File: config.mk
export PLATFORM = sky130hd
export DESIGN_NAME = motors_cmd_dispatcher
export DESIGN_NICKNAME = d
export VERILOG_FILES = /design/src/rtl/motors_cmd_dispatcher.sv
export SDC_FILE = /design/constraint.sdc
export NUM_CORES = 1
export LEC_CHECK = 0
export ABC_AREA = 1
export CORE_UTILIZATION = 50
export DETAILED_ROUTE_END_ITERATION = 8
export GPL_TIMING_DRIVEN = 0
export PLACE_DENSITY_LB_ADDON = 0.25
export SLEW_MARGIN = 20
export SYNTH_ARGS = -nofsm -noshare
export SYNTH_HDL_FRONTEND = slang
export SYNTH_SLANG_ARGS = --single-unit
File: constraint.sdc
create_clock -name clk -period 2.7 [get_ports clk]
set_input_delay 0.405 -clock clk [delete_from_list [all_inputs] [get_ports clk]]
set_output_delay 0.405 -clock clk [all_outputs]
set_load 0.01 [all_outputs]
File: src/rtl/motors_cmd_dispatcher.sv
// Motors-control command dispatcher: queues motion commands in a small FIFO and issues
// them one at a time to the motors controller over the trigger/rdy/done handshake.
module motors_cmd_dispatcher #(
    parameter int PULSE_NUM_X_BITS = 16,
    parameter int PULSE_NUM_Y_BITS = 16,
    parameter int SERVO_POS_BITS   = 1,
    parameter int FIFO_DEPTH       = 4
) (
    input  logic                        clk,
    input  logic                        reset,
    input  logic                        clk_en,
    input  logic                        in_valid,
    input  logic [PULSE_NUM_X_BITS-1:0] in_pulse_num_x,
    input  logic [PULSE_NUM_Y_BITS-1:0] in_pulse_num_y,
    input  logic [SERVO_POS_BITS-1:0]   in_servo_pos,
    output logic                        in_rdy,
    input  logic                        flush,
    input  logic                        motors_rdy,
    input  logic                        motors_done,
    output logic                        motors_trigger,
    output logic [PULSE_NUM_X_BITS-1:0] motors_pulse_num_x,
    output logic [PULSE_NUM_Y_BITS-1:0] motors_pulse_num_y,
    output logic [SERVO_POS_BITS-1:0]   motors_servo_pos,
    output logic                        busy,
    output logic [15:0]                 cmd_count
);

    localparam int AW = $clog2(FIFO_DEPTH);
    localparam int CW = AW + 1;
    localparam logic [CW-1:0] L_DEPTH = CW'(FIFO_DEPTH);

    typedef enum logic [1:0] {
        S_IDLE      = 2'd0,
        S_ISSUE     = 2'd1,
        S_WAIT_DONE = 2'd2
    } state_t;

    state_t r_state;
    state_t w_next_state;

    logic [PULSE_NUM_X_BITS-1:0] r_mem_x [FIFO_DEPTH];
    logic [PULSE_NUM_Y_BITS-1:0] r_mem_y [FIFO_DEPTH];
    logic [SERVO_POS_BITS-1:0]   r_mem_s [FIFO_DEPTH];

    logic [AW-1:0] r_wr_ptr;
    logic [AW-1:0] r_rd_ptr;
    logic [CW-1:0] r_count;

    logic [PULSE_NUM_X_BITS-1:0] r_op_x;
    logic [PULSE_NUM_Y_BITS-1:0] r_op_y;
    logic [SERVO_POS_BITS-1:0]   r_op_s;
    logic [15:0]                 r_cmd_count;

    logic w_empty;
    logic w_full;
    logic w_push;
    logic w_pop;
    logic w_complete;

    assign w_empty = (r_count == '0);
    assign w_full  = (r_count == L_DEPTH);

    // flush wins over a same-cycle push and blocks the launch of a new command
    assign w_push     = clk_en & in_valid & ~w_full & ~flush;
    assign w_pop      = clk_en & (r_state == S_IDLE) & ~w_empty & motors_rdy & ~flush;
    assign w_complete = clk_en & (r_state == S_WAIT_DONE) & motors_done;

    always_ff @(posedge clk or negedge reset) begin
        if (!reset) begin
            r_state <= S_IDLE;
        end else if (clk_en) begin
            r_state <= w_next_state;
        end
    end

    // done is not looked at in ISSUE: it may still be high from the previous command
    always_comb begin
        w_next_state = r_state;
        case (r_state)
            S_IDLE: begin
                if (!w_empty && motors_rdy && !flush) begin
                    w_next_state = S_ISSUE;
                end
            end
            S_ISSUE: begin
                w_next_state = S_WAIT_DONE;
            end
            S_WAIT_DONE: begin
                if (motors_done) begin
                    w_next_state = S_IDLE;
                end
            end
            default: begin
                w_next_state = S_IDLE;
            end
        endcase
    end

    always_ff @(posedge clk) begin
        if (w_push) begin
            r_mem_x[r_wr_ptr] <= in_pulse_num_x;
            r_mem_y[r_wr_ptr] <= in_pulse_num_y;
            r_mem_s[r_wr_ptr] <= in_servo_pos;
        end
    end

    always_ff @(posedge clk or negedge reset) begin
        if (!reset) begin
            r_wr_ptr <= '0;
            r_rd_ptr <= '0;
            r_count  <= '0;
        end else if (clk_en) begin
            if (flush) begin
                r_rd_ptr <= r_wr_ptr;
                r_count  <= '0;
            end else begin
                if (w_push) begin
                    r_wr_ptr <= r_wr_ptr + AW'(1);
                end
                if (w_pop) begin
                    r_rd_ptr <= r_rd_ptr + AW'(1);
                end
                case ({w_push, w_pop})
                    2'b10:   r_count <= r_count + CW'(1);
                    2'b01:   r_count <= r_count - CW'(1);
                    default: r_count <= r_count;
                endcase
            end
        end
    end

    // operands persist until the next launch; never cleared between commands
    always_ff @(posedge clk or negedge reset) begin
        if (!reset) begin
            r_op_x <= '0;
            r_op_y <= '0;
            r_op_s <= '0;
        end else if (w_pop) begin
            r_op_x <= r_mem_x[r_rd_ptr];
            r_op_y <= r_mem_y[r_rd_ptr];
            r_op_s <= r_mem_s[r_rd_ptr];
        end
    end

    always_ff @(posedge clk or negedge reset) begin
        if (!reset) begin
            r_cmd_count <= '0;
        end else if (w_complete) begin
            r_cmd_count <= r_cmd_count + 16'd1;
        end
    end

    assign in_rdy             = ~w_full;
    assign motors_trigger     = (r_state == S_ISSUE);
    assign motors_pulse_num_x = r_op_x;
    assign motors_pulse_num_y = r_op_y;
    assign motors_servo_pos   = r_op_s;
    assign busy               = (r_state != S_IDLE) | ~w_empty;
    assign cmd_count          = r_cmd_count;

endmodule

# Yosys cells after proc, flatten, opt, wreduce, memory -nomap -nowiden
# Memories as Yosys holds them, arrays and structs flattened. A register that Yosys moved wholly into a read port is not among the register bits.
# Index checks and enable logic that the tools add are counted.
# totals
regBits,25
latch_bits,0
ramBits,132
rom_bits,0
inputBits,40
output_inout_bits,52
wordCells,58
mem_count,3
# mem_list
memory,words,width,rd,rd_ports_with_merged_regs,write_ports,line,source
r_mem_x,4,16,1,1,1,41,logic [PULSE_NUM_X_BITS-1:0] r_mem_x [FIFO_DEPTH];
r_mem_y,4,16,1,1,1,42,logic [PULSE_NUM_Y_BITS-1:0] r_mem_y [FIFO_DEPTH];
r_mem_s,4,1,1,1,1,43,logic [SERVO_POS_BITS-1:0] r_mem_s [FIFO_DEPTH];
# op_classes
n_addsub,5
mul,0
n_div,0
n_lt_le_gt_ge,0
eq_ne,7
shift,0
mux,9
n_bitwise,13
n_reduce_logical,16
# op_table
op,n
"adder 16 x 1 -> 16 bit, second input constant",1
AND 1 bit,9
two-way mux 2 bit,4
one-hot mux 2 bit (3 select lines),1
one-hot mux 3 bit (2 select lines),1
AND reduction 3 bit,2
zero test 1 bit,5
"adder 2 x 1 -> 2 bit, second input constant",2
"equality test 2 x 1 -> 1 bit, second input constant",2
"equality test 2 bit, second input constant",2
AND reduction 2 bit,2
nonzero test 2 bit,2
"adder 3 x 1 -> 3 bit, second input constant",1
"equality test 3 bit, second input constant",1
zero test 3 bit,1
two-way mux 3 bit,1
inverter 1 bit,3
nonzero test 3 bit,1
"subtractor 3 x 1 -> 3 bit, second input constant",1
logical AND 1 bit,2
zero test 2 bit,1
two-way mux 1 bit,2
"!= test 2 x 1 -> 1 bit, second input constant",1
"!= test 2 bit, second input constant",1
bitwise OR 1 bit,1

# Longest topological paths before layout
# Gate-level depths: netlist of the first run.
# logic_depth
depth_word,8
ltp_mapped,11
ltp_nobuf,10

# Worst setup path after synthesis of the first run
# Ideal clock, no wire load.
# synth_path
path_kind,input port to flip-flop
from,input clk_en
to,memory r_mem_s[1] (enable)
setup_ns,0.423
t_arrival_ns,2.367
t_required_ns,2.277
setup_slack_ns,-0.090
stages,7
n_path_buf,1
path_cell_list,buf_4 > nand2_1 > clkinv_1 > nand2_1 > nor2_2 > inv_2 > nor2_1
# synth_via
elab_chain_cells,5
# synth_lines
element,line,source
from (decl),11,"input logic clk_en,"
AND 1 bit (3 in a row),64,assign w_push = clk_en & in_valid & ~w_full & ~flush;
two-way mux 1 bit,100,if (w_push) begin
two-way mux 1 bit (implied by the code),103,r_mem_s[r_wr_ptr] <= in_servo_pos;
to (decl),43,
# Every way passes these cells.

# Final worst setup path of the first run
# layout_path
from,register r_count[0]
to,memory r_mem_x[1][1] (enable)
# layout_via
elab_chain_cells,6
# layout_lines
element,line,source
from (decl),47,logic [CW-1:0] r_count;
from (signal assigned),124,2'b10: r_count <= r_count + CW'(1);
from (signal assigned),125,2'b01: r_count <= r_count - CW'(1);
from (signal assigned),126,default: r_count <= r_count;
equality test 3 bit,61,assign w_full = (r_count == L_DEPTH);
inverter 1 bit,64,
AND 1 bit (2 in a row),64,
two-way mux 1 bit,100,
two-way mux 1 bit (implied by the code),101,r_mem_x[r_wr_ptr] <= in_pulse_num_x;
to (decl),41,
# Every way passes these cells.

==> results by group, run 1 <==
Floorplan
  • Num ports: 92
  • Die area: 0.0158 mm^2
  • Die W: roughly 130 um
  • Rows: 44
  • Core Footprint: 0.0148 mm^2
  • Initial Util: 0.519
  • Chip Height: 126 um

Placed design
  • Placed inst area: 0.00895 mm^2
  • DP Wirelength: 11300 um
  • GP Congestion: 0.790
  • Port-buffer cells: 90

Synth
  • Ys Warns: 0
  • Post-synth EDFFs: 132
  • Synth top cells by count: 152 x nand2_1, 132 x edfxtp_1, 87 x nor2_1
  • Predominant post-synthesis flop cell: edfxtp_1
  • Largest cells by area after synthesis: edfxtp_1 52%, dfrtp_1 19%, nand2_1 7.5%, o21ai_0 4.4%, nor2_1 4.3%
  • Share of the synthesized area in the top cell type: 0.518
  • Async SR Flop Fraction: 0.305
  • Mapped Cells: approximately 660
  • Post-Syn Nets: approximately 710
  • Mean Syn Cell Area: 11.6 um^2
  • Cell Area, Synth: approximately 0.0077 mm^2
  • Cell taking the most area after synthesis: edfxtp_1
  • Register bit total from synthesis: 190
  • Distinct cells, synth: 31
  • Count leader, synth: nand2_1
  • Register area share after synthesis: 0.708

Setup path
  • Flop2flop setup slack: roughly 0.46 ns
  • CP endpoint kind: register
  • Worst setup SP type: register
  • Worst-path maximum fanout: 20
  • Worst Path Required: 2.84 ns
  • Setup CP Type: register to register
  • Arr. time, crit path: about 2.4 ns

Cells and area
  • Fill cells: 1132
  • Cell area after layout: 0.00954 mm^2
  • Area grow syn2layout: 24.7%
  • Nets@finish: about 800
  • Share of layout cells above drive strength 1: 0.0953
  • Antenna diode count: 0

Global route
  • Vias in the first global route: 5470
  • Gr ovfl total: 0
  • Initial antenna violation count: 1
  • First-pass GRT wire length: 27700 um
  • Global-route usage over all layers: 0.233
  • Largest net degree at the start of global routing: 52

Timing
  • Fin Clk Skew: 0.00922 ns
  • Final setup violation count: 0
  • Max-slew violation count: 0
  • RSZ-0062 raised after global routing: false
  • Minimum clock period: around 2.2 ns
  • Worst-Margin Slew: 0.739 ns
  • Slew margin rel.: 0.506
  • Max Clock Freq: 0.447 GHz
  • Final Hold Fails: 0
  • Final worst-path cycle share: 0.829
  • Hold slack: around 0.32 ns

CTS
  • CTS Root Buffer Type: clkbuf_16
  • Post-CTS setup buffers: 0
  • Post-CTS resize count: 0
  • CTS buffer count: 17
  • Clock transition at the registers of the reported paths: ~0.060 ns
  • CTS Buffer Depth: 2
  • CTS Hold Bufs: 1
  • CTS tree: done
  • Sink Count: 190
  • Clk Latency, worst-skew pair: ~0.44 ns
  • H-tree lvl count: 4

Drt
  • Drt drc: 0
  • Vias per cell: between 5 and 6
  • Initial DRT Pass Iterations: 5
  • DR vias: 5301
  • Post-Route WL: 17200 um
  • Routed Antenna Nets: 0
  • Mean routed wirelength per cell: 17.7 um
  • Drt first-iter violations: 337

Worst hold path
  • Min-Delay Path Class: input pin to register

Power and ir drop
  • IR drop worst, VDD: ~570 uV
  • Leakage Power: 3.67 nW
  • Power Total: 0.00936 W
  • Power per cell area: 981 mW/mm^2

Flow run
  • Max Cap Viol: 0

Run status
  • Outcome: completed
==> path summary, 6_finish.rpt <==
path / start / endpoint / cells past startpoint
worst max-delay path: r_count[0]$_DFFE_PN0P_ / r_mem_x[1][1]$_DFFE_PP_ / 7
worst min-delay path: clk_en / r_state[1]$_DFFE_PN0P_ / 3
worst max register to register: r_count[0]$_DFFE_PN0P_ / r_mem_x[1][1]$_DFFE_PP_ / 7
worst min register to register: motors_pulse_num_y[11]$_DFFE_PN0P_ / motors_pulse_num_y[11]$_DFFE_PN0P_ / 2
max in group asynchronous: reset / motors_pulse_num_x[0]$_DFFE_PN0P_ / 3
min in group asynchronous: reset / motors_pulse_num_y[12]$_DFFE_PN0P_ / 2
==> layout by cell type (no fill, tap or decap), drive strengths merged, types with 4 or more instances in the layout <==
| cell type | count |
|---|---|
| a21oi | 5 |
| nand2 | 153 |
| ha | 5 |
| inv | 33 |
| edfxtp | 132 |
| xor2 | 12 |
| o22ai | 33 |
| clkinv | 4 |
| dfrtp | 58 |
| clkbuf | 36 |
| nand3 | 12 |
| nor2 | 94 |
| buf | 22 |
| o21ai | 77 |
| nand4 | 5 |
| nor3 | 6 |
| clkdlybuf4s50 | 89 |
==> area by class of cell <==
class	count	area [um^2]	share of cell area
buffer	29	158	0.0165
clock buffer	23	468	0.0490
clock inverter	9	114	0.0119
inverter	33	124	0.0130
multi-input combinational	407	1990	0.208
sequential	190	5420	0.568
tap	184	230	0.0241
timing repair buffer	96	1050	0.110
==> per-layer routing <==
layer / track usage / wire (um) / share of wire / vias up
met2: 0.387 / 8730 / 0.51 / 198
met5: 0 / 15 / 0.00087 / -
met1: 0.290 / 7160 / 0.42 / 2584
li1: - / - / - / 2496
met3: 0.0607 / 1040 / 0.060 / 21
met4: 0.0976 / 244 / 0.014 / 2
==> sequential cells by signal, summed over array words and instances (netlist names) <==
register and count:
motors_pulse_num_x 16, r_rd_ptr 2, r_mem_x 64, r_mem_y 64
r_mem_s 4, r_wr_ptr 2, r_count 3, cmd_count 16
r_state 2, motors_pulse_num_y 16, motors_servo_pos 1
==> through the flow <==
step | worst slack (ns) | TNS, ns | instances | util
floorplan | -0.0896 | -11.82 | 659 | -
global placement | -1.66 | -259.85 | 933 | 0.595
detailed placement | 0.0518 | 0 | 938 | 0.607
CTS | 0.431 | 0 | 971 | 0.647
global route | 0.345 | 0 | 971 | 0.647
finish | 0.462 | 0 | 971 | 0.647
==> critical path, stage by stage, from the launching register on <==
cell,delay (ns)
dfrtp_1,0.44
nor2_2,0.08
nand2_1,0.09
nand2_1,0.10
nor2_2,0.24
inv_2,0.17
nor2_4,0.58
buf_16,0.23
==> cell families after synthesis <==
group | share of synthesized area
simple gates | 0.147
flops | 0.708
compound gates | 0.0816
buf+inv | 0.0368
xor+xnor | 0.0160
fa+ha+maj | 0.0108
==> power breakdown <==
part           internal, W  total, W  switching, W
Clock              0.00142   0.00246       0.00104
Sequential         0.00359   0.00390      0.000314
Combinational      0.00126   0.00300       0.00174
Total              0.00627   0.00936       0.00309
Power figures use the tool's default switching activity.
==> run 2, diff against run 1 <==
- clock period: 2.7 -> 2 ns (I/O delays scaled with it)
==> run 2 against run 1 <==
  * Clock power rose by 24%
  * Sequential power is 36% higher
  * Setup slack got worse by 0.37 ns
  * Via count is 2.2% higher
  * Total power is 33% higher
  * Critical path type is now register to output pin
  * Critical endpoint is now motors_trigger
  * Highest routed layer is now met4
==> results by group, run 2 (synthesis gave the netlist of run 1 again) <==
Placed design
  • Port-buffer cells: 90 (unchanged)
  • DP Wirelength: 11200 um (-0.67%)
  • Cells after DPL: 938 (unchanged)
  • Placed inst area: 0.00894 mm^2 (about the same)
  • GP Congestion: 0.818 (+3.5%)

Cells and area
  • Commonest non-fill, non-tap cell in the layout: nand2_1
  • Final cell count without fillers: 981 (+1.0%)
  • Nets@finish: 829 (+1.1%)
  • Share of layout cells above drive strength 1: 0.102 (+0.00646)
  • Most frequent cells in the layout: 152 x nand2_1, 132 x edfxtp_1, 88 x clkdlybuf4s50_1
  • Top Registers: r_mem_x x64, r_mem_y x64
  • Area grow syn2layout: 25.5%
  • Cell area after layout: 0.00960 mm^2 (+0.66%)
  • Fill cells: 1074 (-5.1%)

Setup path
  • Worst Path Buf+Inv: 2 (unchanged)
  • Worst setup SP type: register
  • CP endpoint kind: output pin
  • Slowest CP cell: clkdlybuf4s50_1
  • Worst Path Required: 1.70 ns (-1.14 ns)
  • Setup CP Type: register to output pin
  • Critical path cell sequence: inv_1 -> nor2_1 -> clkdlybuf4s50_1
  • Worst-path maximum fanout: 3 (-85%)
  • Arr. time, crit path: 1.61 ns (-0.77 ns)
  • Crit-path leading delay family: buffers and inverters
  • Critical Path Max Stage Delay: 0.56 ns (-0.02 ns)

CTS
  • H-tree lvl count: 4 (unchanged)
  • CTS Root Buffer Type: clkbuf_16
  • Sink Count: 190 (unchanged)
  • CTS buffer count: 17 (unchanged)
  • Clock transition at the registers of the reported paths: 0.06 ns (about the same)
  • CTS tree: done
  • Clk Latency, worst-skew pair: 0.43 ns (about the same)
  • CTS Buffer Depth: 2 (unchanged)

Drt
  • Post-Route WL: 17300 um (+0.83%)
  • Routed Antenna Nets: 0 (unchanged)
  • Vias per cell: 5.52 (+1.1%)
  • Initial DRT Pass Iterations: 5 (unchanged)
  • Drt drc: 0 (unchanged)
  • Mean routed wirelength per cell: 17.7 um (-0.20%)
  • DR vias: 5415 (+2.2%)
  • Drt first-iter violations: 537 (+59%)

Global route
  • Largest net degree at the start of global routing: 43 (-17%)
  • Global-route usage over all layers: 0.231 (-0.00191)
  • Initial antenna violation count: 0 (-1)
  • First-pass GRT wire length: 27500 um (-0.67%)
  • Gr ovfl total: 0 (unchanged)
  • Vias in the first global route: 5428 (-0.77%)

Power and ir drop
  • Flop pwr share: 0.426 (+0.009)
  • Power per cell area: 1290 mW/mm^2 (+32%)
  • Clock power frac: 0.245 (-0.017)
  • Leakage Power: 3.70 nW (+0.97%)
  • IR drop worst, VDD: 845 uV (+49%)
  • Sw Ratio: 0.333 (+0.00263)
  • Gate power share: 0.329 (+0.008)
  • Sw Pwr: 0.00414 W (+34%)
  • Internal power: 0.00829 W (+32%)
  • Power Total: 0.0124 W (+33%)

Run status
  • Outcome: completed

Timing
  • Fin Clk Skew: 0.00917 ns (-0.0000520 ns)
  • Final worst-path cycle share: 0.954
  • Max-slew violation count: 0 (unchanged)
  • Final setup violation count: 0 (unchanged)
  • Minimum clock period: between 1.5 and 2 ns
  • Worst-Margin Slew: 0.613 ns (-0.126 ns)
  • RSZ-0062 raised after global routing: true
  • Slew margin rel.: 0.591 (+0.0851)
  • Final Hold Fails: 0 (unchanged)
  • Max Clock Freq: 0.524 GHz

Flow run
  • Max Cap Viol: 0 (unchanged)

Floorplan
  • Initial Util: 0.519 (unchanged)
  • Num ports: 92 (unchanged)
  • Rows: 44 (unchanged)
  • Core Footprint: 0.0148 mm^2 (unchanged)
  • Die area: 0.0158 mm^2 (unchanged)
  • Chip Height: 126 um (unchanged)
  • Die W: 126 um (unchanged)

Worst hold path
  • Min-Delay Path Class: input pin to register
run 2: area by class of cell:
type                    instances  area, um^2  share of cell area
flip-flops and latches        190        5420               0.564
multi-input cells             408        2010               0.209
repair buffers                104        1140               0.119
clock buffers                  21         450              0.0469
well taps                     184         230              0.0240
plain buffers                  29         158              0.0164
inverters                      33         124              0.0129
clock inverters                11        75.1             0.00782
diodes                          1        2.50            0.000261
run 2: power by group through the flow:
stage	Combinational, W	Clock, W	Sequential, W
4_1_cts	0.00411	0.00307	0.00528
3_3_place_gp	0.00383	0	0.00532
5_1_grt	0.00447	0.00322	0.00536
3_5_place_dp	0.00401	0	0.00535
2_1_floorplan	0.00205	0	0.00545
6_report	0.00410	0.00304	0.00529
run 2: worst min-delay path: cells and delay by family:
kind | cells | cell delay (ns)
buffers and inverters | 1 | 0.14
AOI/OAI and AO/OA | 1 | 0.08
and+or+nand+nor | 1 | 0.07
run 2: per-layer routing:
metal  vias to the layer above  routed length (um)  global-route usage
li1                       2511                   -                   -
met2                       218                8620               0.394
met3                        23                1020              0.0446
met5                         -                   0                   0
met4                         0                 244              0.0803
met1                      2663                7450               0.296
run 2: worst paths after layout:
| check | slack (ns) | cells after the start | startpoint | to |
|---|---|---|---|---|
| worst max-delay path | 0.09 | 3 | r_state[0]$_DFFE_PN0P_ | motors_trigger |
| worst min-delay path | 0.20 | 3 | clk_en | r_state[1]$_DFFE_PN0P_ |
| worst max register to register | 0.13 | 7 | r_count[1]$_DFFE_PN0P_ | r_mem_x[1][12]$_DFFE_PP_ |
| worst min register to register | 0.48 | 2 | motors_pulse_num_x[13]$_DFFE_PN0P_ | motors_pulse_num_x[13]$_DFFE_PN0P_ |
| max in group asynchronous | 1.21 | 3 | reset | motors_pulse_num_y[0]$_DFFE_PN0P_ |
| min in group asynchronous | 0.28 | 2 | reset | motors_pulse_num_y[13]$_DFFE_PN0P_ |
run 2: what timing repair did:
| action | 4_1_cts | 5_1_grt |
|---|---|---|
| endpoints found under the hold margin | 16 | 0 |
| setup buffers | 8 | 0 |
| endpoints found under the setup margin | 117 | 4 |
| hold buffers | 1 | 0 |
| resized for setup | 2 | 4 |
| cloned | 1 | 0 |
| pin swaps | 4 | 1 |
run 2: through the flow:
step | setup slack, ns | setup TNS (ns) | utilization | hold WS (ns)
6_report | 0.0927 | 0 | 0.651 | 0.204
5_1_grt | -0.0369 | -0.0369 | 0.651 | 0.215
4_1_cts | 0.0335 | 0 | 0.650 | 0.195
3_5_place_dp | -0.569 | -58.68 | 0.606 | 0.197
3_3_place_gp | -1.31 | -244.28 | 0.596 | 0.463
2_1_floorplan | -0.241 | -31.82 | - | 0.00441
==> run 3, diff against run 2 <==
- HOLD_SLACK_MARGIN: default -> 0.12
==> results of run 3 <==
The final DEF is identical to that of run 2; final timing and power are the same.
